**config.mk**
```make
export PLATFORM = sky130hd
export DESIGN_NAME = id_hazard_ctrl
export DESIGN_NICKNAME = d
export VERILOG_FILES = /design/src/rtl/id_hazard_ctrl.sv
export SDC_FILE = /design/constraint.sdc
export NUM_CORES = 1
export LEC_CHECK = 0
export BUFFER_PORTS_ARGS = -buffer_cell sky130_fd_sc_hd__buf_2
export CAP_MARGIN = 0
export CELL_PAD_IN_SITES_DETAIL_PLACEMENT = 0
export CELL_PAD_IN_SITES_GLOBAL_PLACEMENT = 1
export CORE_MARGIN = 5
export CORE_UTILIZATION = 35
export CTS_CLUSTER_DIAMETER = 80
export DETAILED_ROUTE_END_ITERATION = 10
export GPL_TIMING_DRIVEN = 0
export PLACE_DENSITY = 0.9
export SYNTH_ARGS = -nofsm -noshare
export SYNTH_HDL_FRONTEND = slang
export SYNTH_SLANG_ARGS = --single-unit
```
**constraint.sdc**
```tcl
create_clock -name clk_i -period 6.7 [get_ports clk_i]
set_clock_uncertainty 0.2 [all_clocks]
set_input_delay 0.335 -clock clk_i [delete_from_list [all_inputs] [get_ports clk_i]]
set_output_delay 0.335 -clock clk_i [all_outputs]
set_load 0.02 [all_outputs]
```
**src/rtl/id_hazard_ctrl.sv**
```systemverilog
// Decode-stage hazard controller for a 5-stage core: EX/MEM/WB bypass selection,
// load-use bubbles, data-memory wait freezes, branch/trap flushes and stall counting.
module id_hazard_ctrl #(
  parameter int CNT_W = 32
) (
  input  logic             clk_i,
  input  logic             rst_i,
  input  logic             id_valid_i,
  input  logic [4:0]       id_rs1_i,
  input  logic [4:0]       id_rs2_i,
  input  logic             id_uses_rs1_i,
  input  logic             id_uses_rs2_i,
  input  logic [4:0]       id_rd_i,
  input  logic             id_rd_we_i,
  input  logic             id_is_load_i,
  input  logic [31:0]      ex_result_i,
  input  logic [31:0]      mem_result_i,
  input  logic [31:0]      wb_data_i,
  input  logic             mem_wait_i,
  input  logic             ex_branch_taken_i,
  input  logic             trap_i,
  output logic             is_fwd_a_o,
  output logic             is_fwd_b_o,
  output logic [31:0]      dat_fwd_a_o,
  output logic [31:0]      dat_fwd_b_o,
  output logic             stall_if_o,
  output logic             stall_id_o,
  output logic             bubble_ex_o,
  output logic             flush_id_o,
  output logic             flush_ex_o,
  output logic [CNT_W-1:0] stall_cnt_o
);

  typedef enum logic [0:0] {
    ST_RUN      = 1'b0,
    ST_MEM_WAIT = 1'b1
  } state_e;

  state_e state_q;

  logic             ex_v_q,  ex_v_d,  ex_we_q,  ex_we_d,  ex_ld_q, ex_ld_d;
  logic             mem_v_q, mem_v_d, mem_we_q, mem_we_d;
  logic             wb_v_q,  wb_v_d,  wb_we_q,  wb_we_d;
  logic [4:0]       ex_rd_q, ex_rd_d, mem_rd_q, mem_rd_d, wb_rd_q, wb_rd_d;
  logic [CNT_W-1:0] stall_cnt_q, stall_cnt_d;

  logic ex_wr_s, mem_wr_s, wb_wr_s;
  logic use_a_s, use_b_s;
  logic lu_hz_s, freeze_s;

  assign ex_wr_s  = ex_v_q  & ex_we_q  & (ex_rd_q  != 5'd0);
  assign mem_wr_s = mem_v_q & mem_we_q & (mem_rd_q != 5'd0);
  assign wb_wr_s  = wb_v_q  & wb_we_q  & (wb_rd_q  != 5'd0);
  assign use_a_s  = id_uses_rs1_i & (id_rs1_i != 5'd0);
  assign use_b_s  = id_uses_rs2_i & (id_rs2_i != 5'd0);
  assign lu_hz_s  = id_valid_i & ex_wr_s & ex_ld_q &
                    ((use_a_s & (ex_rd_q == id_rs1_i)) | (use_b_s & (ex_rd_q == id_rs2_i)));
  assign freeze_s = mem_wait_i & ~trap_i;
  assign stall_cnt_o = stall_cnt_q;

  // Operand A bypass: youngest producer wins; a load in EX has no data yet
  always_comb begin
    is_fwd_a_o  = 1'b0;
    dat_fwd_a_o = 32'd0;
    if (use_a_s && ex_wr_s && !ex_ld_q && (ex_rd_q == id_rs1_i)) begin
      is_fwd_a_o  = 1'b1;
      dat_fwd_a_o = ex_result_i;
    end else if (use_a_s && mem_wr_s && (mem_rd_q == id_rs1_i)) begin
      is_fwd_a_o  = 1'b1;
      dat_fwd_a_o = mem_result_i;
    end else if (use_a_s && wb_wr_s && (wb_rd_q == id_rs1_i)) begin
      is_fwd_a_o  = 1'b1;
      dat_fwd_a_o = wb_data_i;
    end else begin
      is_fwd_a_o  = 1'b0;
      dat_fwd_a_o = 32'd0;
    end
  end

  // Operand B bypass, same priority as operand A
  always_comb begin
    is_fwd_b_o  = 1'b0;
    dat_fwd_b_o = 32'd0;
    if (use_b_s && ex_wr_s && !ex_ld_q && (ex_rd_q == id_rs2_i)) begin
      is_fwd_b_o  = 1'b1;
      dat_fwd_b_o = ex_result_i;
    end else if (use_b_s && mem_wr_s && (mem_rd_q == id_rs2_i)) begin
      is_fwd_b_o  = 1'b1;
      dat_fwd_b_o = mem_result_i;
    end else if (use_b_s && wb_wr_s && (wb_rd_q == id_rs2_i)) begin
      is_fwd_b_o  = 1'b1;
      dat_fwd_b_o = wb_data_i;
    end else begin
      is_fwd_b_o  = 1'b0;
      dat_fwd_b_o = 32'd0;
    end
  end

  // Pipeline control, priority trap > mem wait > branch > load-use; quiet in reset
  always_comb begin
    stall_if_o  = 1'b0;
    stall_id_o  = 1'b0;
    bubble_ex_o = 1'b0;
    flush_id_o  = 1'b0;
    flush_ex_o  = 1'b0;
    if (rst_i) begin
      stall_if_o = 1'b0;
    end else if (trap_i) begin
      flush_id_o = 1'b1;
      flush_ex_o = 1'b1;
    end else if (mem_wait_i) begin
      stall_if_o = 1'b1;
      stall_id_o = 1'b1;
    end else if (ex_branch_taken_i) begin
      flush_id_o = 1'b1;
      flush_ex_o = 1'b1;
    end else if (lu_hz_s) begin
      stall_if_o  = 1'b1;
      stall_id_o  = 1'b1;
      bubble_ex_o = 1'b1;
    end else begin
      stall_if_o = 1'b0;
    end
  end

  // Next-state of the stage trackers and the stall counter
  always_comb begin
    ex_v_d   = ex_v_q;   ex_rd_d  = ex_rd_q;  ex_we_d  = ex_we_q;  ex_ld_d = ex_ld_q;
    mem_v_d  = mem_v_q;  mem_rd_d = mem_rd_q; mem_we_d = mem_we_q;
    wb_v_d   = wb_v_q;   wb_rd_d  = wb_rd_q;  wb_we_d  = wb_we_q;
    if (stall_if_o) begin
      stall_cnt_d = stall_cnt_q + CNT_W'(1);
    end else begin
      stall_cnt_d = stall_cnt_q;
    end
    if (trap_i) begin
      ex_v_d  = 1'b0;
      mem_v_d = 1'b0;
      wb_v_d  = 1'b0;
    end else if (freeze_s) begin
      wb_v_d = 1'b0;
    end else begin
      wb_v_d  = mem_v_q; wb_rd_d  = mem_rd_q; wb_we_d  = mem_we_q;
      mem_v_d = ex_v_q;  mem_rd_d = ex_rd_q;  mem_we_d = ex_we_q;
      if (id_valid_i && !lu_hz_s && !ex_branch_taken_i) begin
        ex_v_d  = 1'b1;
        ex_rd_d = id_rd_i;
        ex_we_d = id_rd_we_i;
        ex_ld_d = id_is_load_i;
      end else begin
        ex_v_d = 1'b0;
      end
    end
  end

  // Tracker and counter registers
  always_ff @(posedge clk_i or posedge rst_i) begin
    if (rst_i) begin
      ex_v_q  <= 1'b0; ex_rd_q  <= 5'd0; ex_we_q  <= 1'b0; ex_ld_q <= 1'b0;
      mem_v_q <= 1'b0; mem_rd_q <= 5'd0; mem_we_q <= 1'b0;
      wb_v_q  <= 1'b0; wb_rd_q  <= 5'd0; wb_we_q  <= 1'b0;
      stall_cnt_q <= {CNT_W{1'b0}};
    end else begin
      ex_v_q  <= ex_v_d;  ex_rd_q  <= ex_rd_d;  ex_we_q  <= ex_we_d;  ex_ld_q <= ex_ld_d;
      mem_v_q <= mem_v_d; mem_rd_q <= mem_rd_d; mem_we_q <= mem_we_d;
      wb_v_q  <= wb_v_d;  wb_rd_q  <= wb_rd_d;  wb_we_q  <= wb_we_d;
      stall_cnt_q <= stall_cnt_d;
    end
  end

  // Memory-wait FSM; a trap always drops back to RUN
  always_ff @(posedge clk_i or posedge rst_i) begin
    if (rst_i) begin
      state_q <= ST_RUN;
    end else begin
      case (state_q)
        ST_RUN: begin
          if (!trap_i && mem_wait_i && mem_v_q) state_q <= ST_MEM_WAIT;
          else                                  state_q <= ST_RUN;
        end
        ST_MEM_WAIT: begin
          if (trap_i || !mem_wait_i) state_q <= ST_RUN;
          else                       state_q <= ST_MEM_WAIT;
        end
        default: state_q <= ST_RUN;
      endcase
    end
  end

endmodule

```
Word level (Yosys, flattened, before mapping)
Cells that the tools add are included.

Register bits: 54.

Reduce and logical (&&, ||, !) cells: 26. Add/sub/neg operators: 1. Muxes and demuxes: 31. Equal/unequal tests: 7. Bitwise logic cells: 17.

Operators by type and width (number): $mux W32 (6); $add A32 B1 Y32 const B (1); $eq A5 B5 Y1 (6); $mux W1 (25); $reduce_bool A5 Y1 (5); $logic_and A1 B1 Y1 (16); $and A1 B1 Y1 (14); $logic_not A1 Y1 (3); $reduce_and A3 Y1 (1); $ne A2 B2 Y1 const B (1); $not A1 Y1 (2); $reduce_and A2 Y1 (1); $or A1 B1 Y1 (1).

Depth between registers and ports, before layout
Depth after elaboration: 11. Depth in mapped cells: 8. Gate-level depth less buffers: 7.

Least setup slack after synthesis
OpenSTA, ideal clock, no wires.

Path kind: register to output. Start: reg mem_rd_q[2]. End: out dat_fwd_b_o[14]. Stages on the path, launching flop included: 8. Path slack: 4.134 ns. Data required time: 6.165 ns. Data arrival time: 2.031 ns. Path through: dfrtp_1 > or4_1 > o211ai_2 > nor3_2 > nor2_2 > buf_2 > a221oi_1 > nor2_1.

Word-level cells in the longest chain between the ends: 6. Elaborated cells between the ends (all ways): 7. Those cells by class: eq/ne (1); mux (2); bitwise (1); reduce/logical (3).

Ends and longest elaborated chain: start, declared (line 44) `logic [4:0] ex_rd_q, ex_rd_d, mem_rd_q, mem_rd_d, wb_rd_q, wb_rd_d;`; start signal, assigned (line 165) `mem_v_q <= mem_v_d; mem_rd_q <= mem_rd_d; mem_we_q <= mem_we_d;`; $reduce_bool A5 Y1 (line 52) `assign mem_wr_s = mem_v_q & mem_we_q & (mem_rd_q != 5'd0);`; $and A1 B1 Y1 (line 52); $logic_and A1 B1 Y1 (line 87) `end else if (use_b_s && mem_wr_s && (mem_rd_q == id_rs2_i)) begin`; $logic_and A1 B1 Y1 * (line 87); $mux W32 * (line 87); $mux W32 * (line 84) `if (use_b_s && ex_wr_s && !ex_ld_q && (ex_rd_q == id_rs2_i)) begin`; end, declared (line 25) `output logic [31:0] dat_fwd_b_o,`.

Every way passes the cells marked *; elsewhere a longest branch is shown, timed or not.

Final worst setup path
Start: reg ex_rd_q[1]. End: out dat_fwd_b_o[1].

Word-level cells in the longest chain between the ends: 6. Elaborated cells between the ends (all ways): 7. Those cells by class: eq/ne (1); mux (1); bitwise (1); reduce/logical (4).

Ends and longest elaborated chain: start, declared (line 44); start signal, assigned (line 164) `ex_v_q <= ex_v_d; ex_rd_q <= ex_rd_d; ex_we_q <= ex_we_d; ex_ld_q <= ex_ld_d;`; $reduce_bool A5 Y1 (line 51) `assign ex_wr_s = ex_v_q & ex_we_q & (ex_rd_q != 5'd0);`; $and A1 B1 Y1 (line 51); $logic_and A1 B1 Y1 (2 in a row) (line 84); $logic_and A1 B1 Y1 * (line 84); $mux W32 * (line 84).

Marks and branches as above.

==> impl.org <==
** Power and ir drop
- Leakage power :: between 2 and 3 nW
- VDD sags by at most about 0.00016 V.
- Dividing total power by cell area gives a power density of between 150 and 200 nW/um^2.

** Flow run
- Max_cap viols :: 0

** Drt
- The first TritonRoute pass finished after 4 iterations.
- Total via count in the routed design :: 4583
- The detailed router finished its first iteration with around 190 violations.
- Drt drc :: 0
- In the final routed layout, each cell accounts on average for 17.11 um.
- In this run the remaining antenna-violating nets after routing total 0.
- Wires add up to ~15000 um.
- Via density :: roughly 5.2

** Clock network
- Clock latency on the worst-skew pair :: 290 ps
- CTS built an H-tree with a depth of 2.
- For this design, the sink count on the clock tree is 54.
- Root cell of the clock tree :: sky130_fd_sc_hd__clkbuf_16
- Post CTS Setup Buffer Count :: 0
- After clock tree synthesis, the flow added hold-fix buffers numbering 1.
- Counting the buffers created by CTS gives 5.
- CTS clk-pin slew, worst paths :: roughly 70 ps
- TritonCTS built the clock tree.
- Max clock buf depth :: 2
- Number of gates resized after cts :: 0

** Worst hold path
- Type of the tightest min-delay check :: in -> reg
- Hold path cells :: 2
- Hold path startpoint :: id_rd_i[3]

** Setup path
- STA classifies the critical path startpoint as a flip-flop.
- Of all nets on the critical path, the largest fanout is 10.
- The critical path is of the reg -> out type.
- Nature of the critical path endpoint :: primary output
- STA puts the critical path data arrival time at 2760 ps.
- Most frequent cell on the critical path :: sky130_fd_sc_hd__nor2_1
- Launch instance of the worst register-to-register path :: ex_rd_q[1]
- Worst path max stage delay :: around 570 ps
- CP max-delay cell :: sky130_fd_sc_hd__or4_1
- The worst register-to-register path has a depth of 8.
- Critical-path cell list :: or4_1 > o211ai_1 > nor2_1 > nand2_1 > buf_1 > nor2_1 > nor2_1 > buf_2
- Critical Path Source :: ex_rd_q[1]
- Data on the critical path is required at its endpoint by approximately 6200 ps.

** Synthesis
- In this run, synthesis produced a sequential element count of 54.
- Post-Syn Instances :: just under 500
- Of the synthesized area, sequential elements account for 0.3136.
- Post-Syn Area :: around 4300 um^2
- The number of nets in the synthesized netlist is ~600.
- Average instance area after synthesis :: about 8.9 um^2
- Commonest register cell after synthesis :: sky130_fd_sc_hd__dfrtp_1
- Counting flops with a built-in enable in the synthesized netlist gives 0.
- Number of distinct standard cells referenced by the synthesized netlist :: 43
- FFs w/ async S/R, synth :: 1.000
- During synthesis, Yosys emitted a total of 0 warnings.

** Die
- Number of rows created at floorplan :: 40
- Effective utilization at floorplan :: 0.3573
- The die is roughly 120 um tall.
- In this run the standard cell core region covers between 10000 and 15000 um^2.
- Top-level port count :: 224
- Die Area :: around 15000 um^2
- Horizontal die dimension :: about 120 um

** STA
- Slew Viols, Final :: 0
- Hold Fails Final Rpt :: 0
- For the pin with the worst max-slew slack, the measured transition is 584.6 ps.
- Setup repair after global routing left no endpoint under its margin.
- In the final timing run, aggregate negative setup slack is 0 ps.
- Shortest clock period the worst path allows after layout :: between 3000 and 4000 ps
- Post-route worst setup slack :: 3401 ps
- Tcrit/Tclk final :: 0.4924
- Total of endpoints with negative setup slack in the final report :: 0
- Static timing analysis puts the maximum clock frequency at about 300 MHz.
- Measured against its own limit, the worst slew margin works out to 0.6082.

** Global route
- Entering global routing, the biggest net connects 34 pins.
- Overall fraction of global-route tracks in use :: 0.1951
- Via count of the first global-routing pass :: around 4700
- Global routing finished with a remaining overflow of 0.
- Antenna violations before repair :: 2
- Wire length of the first global-routing pass :: 23490 um

** Status
- Status :: finished clean

** Cells and area
- Most frequent cells in the layout :: 232 x sky130_fd_sc_hd__buf_2, 151 x sky130_fd_sc_hd__nor2_1, 54 x sky130_fd_sc_hd__dfrtp_1
- Compared with the post-synthesis result, the final layout area differs by 35.45%.
- Most frequent standard cell in the layout excluding fill and tap cells :: sky130_fd_sc_hd__buf_2
- Fraction of layout cells with a size suffix above 1 :: 0.4379
- Final Instance Count excl. Fillers :: between 800 and 900
- Fill cells :: 1183
- For this run, the post-layout net count is 838.

** Placement
- The congestion estimate from routability-driven global placement came to ~0.92.
- In this run the tool buffered the top-level ports with between 200 and 250 buffer cells.
- Minimum setup slack after placement :: between 3000 and 4000 ps
- Summed over all nets, the half-perimeter wirelength after detailed placement is about 12000 um.
- Placed cell count :: slightly below 900
==> registers in the layout (all words and copies together) (netlist names) <==
| signal | flops |
|---|---|
| stall_cnt_o | 32 |
| ex_rd_q | 5 |
| mem_rd_q | 5 |
| wb_rd_q | 5 |
| ex_ld_q | 1 |
| ex_v_q | 1 |
| ex_we_q | 1 |
| mem_v_q | 1 |
| mem_we_q | 1 |
| wb_v_q | 1 |
| wb_we_q | 1 |
==> kinds of logic after synthesis <==
group                    share of synthesized area
AND/OR/NAND/NOR                             0.2538
AO/OA/AOI/OAI                               0.2012
XOR/XNOR                                    0.1240
flip-flops                                  0.3136
buffers and inverters                      0.04994
multiplexers                               0.05459
adder cells (fa/ha/maj)                   0.002903
==> power breakdown <==
part           internal (mW)  total (mW)  switching (mW)
combinational          0.121       0.246           0.125
sequential             0.377       0.451          0.0740
clock                  0.179       0.300           0.121
total                  0.677       0.997           0.321
==> worst max-delay path: cells and delay by family, from the launching register on <==
kind	cells	cell delay, ps
flip-flops	1	450
buffers and inverters	2	630
AND/OR/NAND/NOR	5	1140
AO/OA/AOI/OAI	1	240
==> path summary, 6_finish.rpt <==
path | to | slack (ps)
worst max-delay path | dat_fwd_b_o[1] | 3400
worst min register to register | stall_cnt_o[24] | 280
min in group asynchronous | stall_cnt_o[17] | 450
max in group asynchronous | ex_rd_q[4] | 5320
worst min-delay path | ex_rd_q[3] | 50
worst max register to register | stall_cnt_o[21] | 4190
==> cell type report <==
class                      count  area [um^2]  area share
multi-input combinational    393         2743      0.4699
clock buffer                   5        125.1     0.02144
inverter                       5        18.77    0.003215
timing repair buffer         224         1141      0.1955
buffer                        33        196.4     0.03365
antenna                        1        2.502   0.0004287
tap                          168        210.2     0.03601
sequential                    54         1351      0.2315
clock inverter                 3        48.80    0.008360
==> synthesized netlist by cell type, types with 8 or more instances <==
| cell type | number | share of area |
|---|---|---|
| sky130_fd_sc_hd__buf_4 | 8 | 0.014 |
| sky130_fd_sc_hd__mux2_1 | 8 | 0.021 |
| sky130_fd_sc_hd__nand3_1 | 17 | 0.020 |
| sky130_fd_sc_hd__nand4_1 | 11 | 0.016 |
| sky130_fd_sc_hd__mux2_2 | 12 | 0.031 |
| sky130_fd_sc_hd__dfrtp_1 | 54 | 0.31 |
| sky130_fd_sc_hd__a221oi_2 | 32 | 0.11 |
| sky130_fd_sc_hd__nand2_1 | 21 | 0.018 |
| sky130_fd_sc_hd__a221oi_1 | 32 | 0.065 |
| sky130_fd_sc_hd__xnor2_1 | 30 | 0.061 |
| sky130_fd_sc_hd__nor2_1 | 151 | 0.13 |
| sky130_fd_sc_hd__buf_2 | 10 | 0.012 |
| sky130_fd_sc_hd__xor2_1 | 31 | 0.063 |
==> metrics by stage <==
| step | hold WS [ps] | cell area, um^2 | power [mW] | utilization |
|---|---|---|---|---|
| finish | 47.18 | 5837 | 0.9971 | 0.4839 |
| CTS | 44.86 | 5834 | 1.005 | 0.4837 |
| global placement | 265.2 | 5630 | 0.6884 | 0.4668 |
| detailed placement | 221.0 | 5650 | 0.7030 | 0.4685 |
| floorplan | 201.4 | 4309 | 0.5885 | - |
| global route | 46.70 | 5837 | 1.049 | 0.4839 |
==> layer usage <==
layer	part of all wire	vias to the layer above	global-route usage
met2	0.50	198	0.3553
met4	0.027	2	0.06516
li1	-	2204	-
met3	0.071	34	0.03776
met1	0.40	2145	0.2277
met5	0.00073	-	0
No activity file was read; power rests on OpenSTA's default activity.
